### src/rtl/layer_sequencer.sv
// layer_sequencer
//   Runs one neural_layer pass over all M neurons of a layer. It can first
//   load M biases from a config stream. For each neuron it pulses
//   neural_layer start, then requests the row from the matrix engine and
//   waits for the activated result. Each result is handed downstream over a
//   valid/ready handshake.
// Ports
//   clk, rst                       clock (rising edge), async active-high reset
//   run, reload_bias, act_type_in  pass start (IDLE only), bias reload, activation
//   abort                          drop back to IDLE from any busy state
//   cfg_bias/cfg_valid/cfg_ready   bias config stream
//   nl_bias_in/wen/addr            bias memory write port of neural_layer
//   nl_start, nl_activation_type   neural_layer control
//   nl_app_result, nl_app_valid    activated result from neural_layer
//   mm_req, mm_row                 one-cycle row request to the matrix engine
//   res_data/idx/valid/ready/last  downstream result stream
//   busy, done, timeout_err        status (done = 1-cycle pulse, err sticky)
module layer_sequencer #(
    parameter int M          = 3,
    parameter int DATA_WIDTH = 8,
    parameter int TIMEOUT    = 255,
    localparam int IW        = $clog2(M),
    localparam int TW        = $clog2(TIMEOUT)
) (
    input  logic                    clk,
    input  logic                    rst,
    input  logic                    run,
    input  logic                    reload_bias,
    input  logic [1:0]              act_type_in,
    input  logic                    abort,
    input  logic [DATA_WIDTH-1:0]   cfg_bias,
    input  logic                    cfg_valid,
    output logic                    cfg_ready,
    output logic [DATA_WIDTH-1:0]   nl_bias_in,
    output logic                    nl_bias_wen,
    output logic [IW-1:0]           nl_bias_addr,
    output logic                    nl_start,
    output logic [1:0]              nl_activation_type,
    input  logic [2*DATA_WIDTH-1:0] nl_app_result,
    input  logic                    nl_app_valid,
    output logic                    mm_req,
    output logic [IW-1:0]           mm_row,
    output logic [2*DATA_WIDTH-1:0] res_data,
    output logic [IW-1:0]           res_idx,
    output logic                    res_valid,
    input  logic                    res_ready,
    output logic                    res_last,
    output logic                    busy,
    output logic                    done,
    output logic                    timeout_err
);

    typedef enum logic [2:0] {
        S_IDLE, S_LOAD_BIAS, S_ARM, S_REQ, S_WAIT_APP, S_EMIT, S_DONE
    } state_t;

    state_t                  r_state, w_next;
    logic [IW-1:0]           r_idx, r_bias_cnt, r_res_idx;
    logic [TW-1:0]           r_timer;
    logic [1:0]              r_act;
    logic [2*DATA_WIDTH-1:0] r_res_data;
    logic                    r_timeout_err;
    logic                    w_is_last, w_timer_exp, w_abort;

    assign w_is_last   = (r_idx == IW'(M-1));
    assign w_timer_exp = (r_timer == TW'(TIMEOUT-1));
    assign w_abort     = abort && (r_state != S_IDLE);

    assign nl_bias_addr       = r_bias_cnt;
    assign nl_activation_type = r_act;
    assign mm_row             = r_idx;
    assign res_data           = r_res_data;
    assign res_idx            = r_res_idx;
    assign timeout_err        = r_timeout_err;

    always_comb begin
        w_next      = r_state;
        cfg_ready   = 1'b0;
        nl_bias_wen = 1'b0;
        nl_bias_in  = '0;
        nl_start    = 1'b0;
        mm_req      = 1'b0;
        res_valid   = 1'b0;
        res_last    = 1'b0;
        done        = 1'b0;
        busy        = (r_state != S_IDLE);
        unique case (r_state)
            S_IDLE: begin
                // abort alongside run keeps the block idle
                if (run && !abort) w_next = reload_bias ? S_LOAD_BIAS : S_ARM;
            end
            S_LOAD_BIAS: begin
                cfg_ready   = 1'b1;
                nl_bias_wen = cfg_valid;
                nl_bias_in  = cfg_bias;
                if (cfg_valid && r_bias_cnt == IW'(M-1)) w_next = S_ARM;
            end
            S_ARM: begin
                nl_start = 1'b1;
                w_next   = S_REQ;
            end
            S_REQ: begin
                mm_req = 1'b1;
                w_next = S_WAIT_APP;
            end
            S_WAIT_APP: begin
                if (nl_app_valid)     w_next = S_EMIT;
                else if (w_timer_exp) w_next = S_DONE;
            end
            S_EMIT: begin
                res_valid = 1'b1;
                res_last  = w_is_last;
                if (res_ready) w_next = w_is_last ? S_DONE : S_ARM;
            end
            S_DONE: begin
                done   = 1'b1;
                w_next = S_IDLE;
            end
            default: w_next = S_IDLE;
        endcase
        if (w_abort) w_next = S_IDLE;
    end

    always_ff @(posedge clk or posedge rst) begin
        if (rst) begin
            r_state       <= S_IDLE;
            r_idx         <= '0;
            r_bias_cnt    <= '0;
            r_timer       <= '0;
            r_act         <= '0;
            r_res_data    <= '0;
            r_res_idx     <= '0;
            r_timeout_err <= 1'b0;
        end else begin
            r_state <= w_next;
            if (w_abort) begin
                // a partial bias load must restart at address 0 next time
                r_bias_cnt <= '0;
            end else begin
                unique case (r_state)
                    S_IDLE: begin
                        if (run && !abort) begin
                            r_act         <= act_type_in;
                            r_idx         <= '0;
                            r_bias_cnt    <= '0;
                            r_timeout_err <= 1'b0;
                        end
                    end
                    S_LOAD_BIAS: begin
                        if (cfg_valid)
                            r_bias_cnt <= (r_bias_cnt == IW'(M-1)) ? '0 : r_bias_cnt + IW'(1);
                    end
                    S_REQ: r_timer <= '0;
                    S_WAIT_APP: begin
                        if (nl_app_valid) begin
                            r_res_data <= nl_app_result;
                            r_res_idx  <= r_idx;
                        end else if (w_timer_exp) begin
                            r_timeout_err <= 1'b1;
                        end else begin
                            r_timer <= r_timer + TW'(1);
                        end
                    end
                    S_EMIT: begin
                        if (res_ready && !w_is_last) r_idx <= r_idx + IW'(1);
                    end
                    default: ;
                endcase
            end
        end
    end

endmodule

### config.mk
export PLATFORM = sky130hd
export DESIGN_NAME = layer_sequencer
export DESIGN_NICKNAME = d
export VERILOG_FILES = /design/src/rtl/layer_sequencer.sv
export SDC_FILE = /design/constraint.sdc
export NUM_CORES = 1
export LEC_CHECK = 0
export CAP_MARGIN = 20
export CORE_MARGIN = 1
export CORE_UTILIZATION = 45
export CTS_BUF_LIST = sky130_fd_sc_hd__clkbuf_4 sky130_fd_sc_hd__clkbuf_8
export CTS_CLUSTER_DIAMETER = 80
export DETAILED_ROUTE_END_ITERATION = 10
export GPL_TIMING_DRIVEN = 1
export MAX_ROUTING_LAYER = met4
export PLACE_DENSITY = 0.8
export SYNTH_ARGS = -nofsm -noshare
export SYNTH_HDL_FRONTEND = slang
export SYNTH_SLANG_ARGS = --single-unit
### constraint.sdc
create_clock -name clk -period 3.9 [get_ports clk]
set_clock_uncertainty 0.1 [all_clocks]
set_input_delay 0.975 -clock clk [delete_from_list [all_inputs] [get_ports clk]]
set_output_delay 0.975 -clock clk [all_outputs]
set_load 0.01 [all_outputs]
Word-level counts from Yosys, hierarchy flattened. Cells that the tools add are included. Widths: inputs -> output; s select.

Logic and storage cells: 81. Memories: 0. Output and inout bits: 41. Latch bits: 0. Bits in read-only memories: 0. RAM bits: 0. Bits of input ports: 34. Register bits: 36.

Add/sub/neg operators: 3. Reductions and logical operators: 19. Multiply operators: 0. Div/mod/pow operators: 0. Equal/unequal tests: 19. Shift operators: 0. Mux-type cells: 31. $lt $le $gt $ge: 0. Bitwise operators: 1.

Operator list (number): $mux 8 (3); $mux 3 (7); $pmux 3 s6 (1); $pmux 8 s2 (1); $mux 2 (6); $ne 3x3->1 const B (4); $reduce_and 4->1 (3); $mux 1 (10); $ne 2x2->1 const B (5); $eq 3x3->1 const B (3); $reduce_and 3->1 (3); $add 8x1->8 const B (1); $eq 8x8->1 const B (1); $pmux 2 s2 (2); $eq 3x2->1 const B (2); $reduce_bool 2->1 (3); $reduce_bool 3->1 (2); $reduce_and 5->1 (1); $add 2x1->2 const B (2); $eq 2x2->1 const B (2); $logic_and 1x1->1 (4); $ne 4x4->1 const B (1); $eq 3x1->1 const B (1); $logic_not 3->1 (1); 3 further kinds (4).

Longest topological paths before layout.
Depth after elaboration: 5. Mapped depth: 7. Depth with buffers taken out: 6.

Worst setup path after synthesis. OpenSTA, ideal clock, no wires.

Path kind: register to output. From: reg r_state[1]. To: out nl_bias_in[0]. Data required time: 2.825 ns. Cell stages (with the launch flop): 4. Data arrival time: 1.267 ns. Path buffers: 1. Path slack: 1.558 ns. Path through: dfrtp_1 > nor3b_1 > clkbuf_1 > and2_1.

Cells in the longest elaborated chain, start to end: 2.

Ends and longest elaborated chain: start: declaration (line 57) `state_t r_state, w_next;`; start signal: assignment (line 135) `r_state <= w_next;`; $eq 3x1->1 (line 87) `unique case (r_state)`; $mux 8 (line 87); end: declaration (line 34) `output logic [DATA_WIDTH-1:0] nl_bias_in,`.

Every way passes these cells.

Final worst setup path.
From: in cfg_valid. To: out nl_bias_wen.

Cells in the longest elaborated chain, start to end: 1.

Ends and longest elaborated chain: start: declaration (line 32) `input logic cfg_valid,`; $mux 1 (line 87); end: declaration (line 35) `output logic nl_bias_wen,`.

Every way passes these cells.

==> run metrics <==
outcome=completed; via count=1609; Worst slew margin=0.474; Layout Nets=roughly 290; PD cells=about 510 nW/um2; cell area after layout=around 2700 um2; post-route ant nets=0; Tmin final=roughly 3300 ps; dpl cell area=about 2600 um2; CP dominant cell by count=clkdlybuf4s50_1; most frequent cells in the layout=74 x clkdlybuf4s50_1, 36 x dfrtp_1, 19 x mux2_2; TritonRoute pass-1 iters=4; I/O pin count=75; sequential-to-total area share from yosys stat=0.482; P&R area growth vs syn=45.7%; post-synthesis mux area share=0.120; vias in the first global route=around 1500; Fin. Hold Viols=0; Vias/cell=~5.4; met3 Use GR=0.0586; Routed WL=about 4200 um; post-synthesis compound-gate area fraction=0.131; slowest stage delay, CP=about 550 ps; Die Ht=approximately 66 um; Resized Gates After CTS=0; dominant synthesized flop cell=dfrtp_1; H-Tree Depth=2; die width=around 66 um; Worst EP required=2820 ps; Static Leak=roughly 1.2 nW; ant diodes=0; met1 Use GR=0.270; total global routing overflow=0; DRC errors left=0; commonest non-fill, non-tap cell in the layout=clkdlybuf4s50_1; pin count of the biggest net entering global routing=20; Post-Syn Instances=roughly 170; worst-skew pair later-pin latency=between 200 and 300 ps; GRT met2 Usage=0.319; layout cell share with drive strength beyond 1=0.132; die area=around 4400 um2; Root Buffer Master=clkbuf_8; largest family of logic cells by synthesized area=simple AND/OR/NAND/NOR gates; cts hold-fix bufs=0; synth unique cells=a little over 40; initial antenna violation count=0; Worst Setup Start Kind=primary input; crit end category=output pin; setup_tns=0 ps; Max stage delay cell, worst path=clkdlybuf4s50_1; maximum root-to-sink buffer count=2; Synth top area share=0.482; Cell Rows=23; fmax=just over 300 MHz; synth warn=0; Post-Synth XOR/XNOR Area=0; Critical Path Fanout Max=4; dpl hpwl=3090 um; Port Buf Inserts=74; CTS Buf Count=5; final count of pins violating max slew=0; register area=between 900 and 1000 um2; worst-margin pin slew=slightly below 800 ps; Final Cycle Share=0.844; Pwr Total=roughly 1.4 mW; Setup Buffers After CTS=0; initial core utilization=0.467; Synth area leader=dfrtp_1; clk sink count=36; first-pass GRT wire length=slightly below 7000 um; crit path kind=primary input to output pin; Routed wire per std cell=approximately 14 um; VDD IR max=~0.31 mV; CP Data Arrival Time=2220 ps; number of flops mapped to enable cells by yosys=0; flop2flop setup slack=1720 ps; synthesized flop and latch total=36; area of the core=approximately 4000 um2; Netlist Area Pre-Place=1870 um2; post-layout util=0.681; multi-input combinational cell area=slightly below 900 um2; GRT Total Usage=0.210; RSZ-0062 raised after global routing=no; DP Cell Count=292; RePlAce Congestion=0.831; fill count=319; TritonCTS clock tree=done; HP Class=flip-flop to flip-flop; Post-Synth Adder-Cell Area=0.0201; Starting DRT DRC Count=94; register clock-pin slew on the reported worst setup and hold paths=roughly 70 ps; Final setup violation count=0; simple-gate share of the synthesized area=0.197; critical path cell sequence=clkdlybuf4s50_1 > and2_1 > clkdlybuf4s50_1; Post-Synthesis Net Count=210; syn_area_per_cell=10.8 um2; gr busiest metal=met2; largest cells by area after synthesis=dfrtp_1 48%, mux2_2 11%, and2_1 3.3%, a21oi_1 2.9%, o21ai_0 2.4%; post-synthesis async set-or-reset flop share=1.00; Final Non-Filler Cells=300; max_cap viols=0
-- kinds of logic after synthesis --
logic type,after synthesis
simple gates,61
compound gates,37
flops,36
mux,20
buf+inv,16
fa+ha+maj,3
-- cell usage after synthesis (2+ instances only) --
cell      count
dfrtp_1      36
mux2_2       19
nand2_1      12
a21oi_1      11
and2_1       10
o21ai_0       9
inv_1         8
nor2_1        7
nand3_1       5
o31ai_1       5
nor3_1        4
or4_1         4
ha_1          3
nand3b_1      3
nor2b_1       3
and3b_1       2
buf_2         2
clkbuf_1      2
clkbuf_8      2
nand2b_1      2
nand4_1       2
nor3b_1       2
o21a_1        2
-- power by group --
part	leakage [nW]	total, mW	internal, mW	switching, mW
sequential	0.483	0.557	0.470	0.0876
clock	0.0510	0.271	0.141	0.130
combinational	0.632	0.571	0.348	0.223
-- metal layers --
layer	wire, um	vias to the layer above
met4	63	0
met1	1890	761
met2	2010	63
li1	-	779
met5	0	-
met3	241	6
-- worst max-delay path, delay by kind of cell --
kind                   cells  cell delay, ps
buffers and inverters      2            1070
and+or+nand+nor            1             180
-- path summary, 6_finish.rpt --
kind / startpoint / to / depth (start not counted)
max reg2reg: r_state[1] / r_timer[7] / 4
min in group asynchronous: rst / mm_row[1] / 2
max in group asynchronous: rst / res_data[14] / 3
min: res_idx[0] / res_idx[0] / 2
max: cfg_valid / nl_bias_wen / 3
min reg2reg: res_idx[0] / res_idx[0] / 2
-- layout make-up --
class	count	area share
sequential	36	0.331
inverter	8	0.0110
timing repair buffer	77	0.280
multi-input combinational	121	0.321
tap	50	0.0230
clock buffer	6	0.0303
clock inverter	2	0.00368
-- registers in the layout, summed over array words and instances (netlist names) --
name,count
mm_row,2
nl_activation_type,2
nl_bias_addr,2
r_state,3
r_timer,8
res_data,16
res_idx,2
timeout_err,1
-- through the flow --
stage,worst slack (ps),hold slack (ps)
global placement,624,369
detailed placement,616,391
global route,545,412
finish,610,398
CTS,609,408
floorplan,1560,405
(Power assumes the default switching activity.)
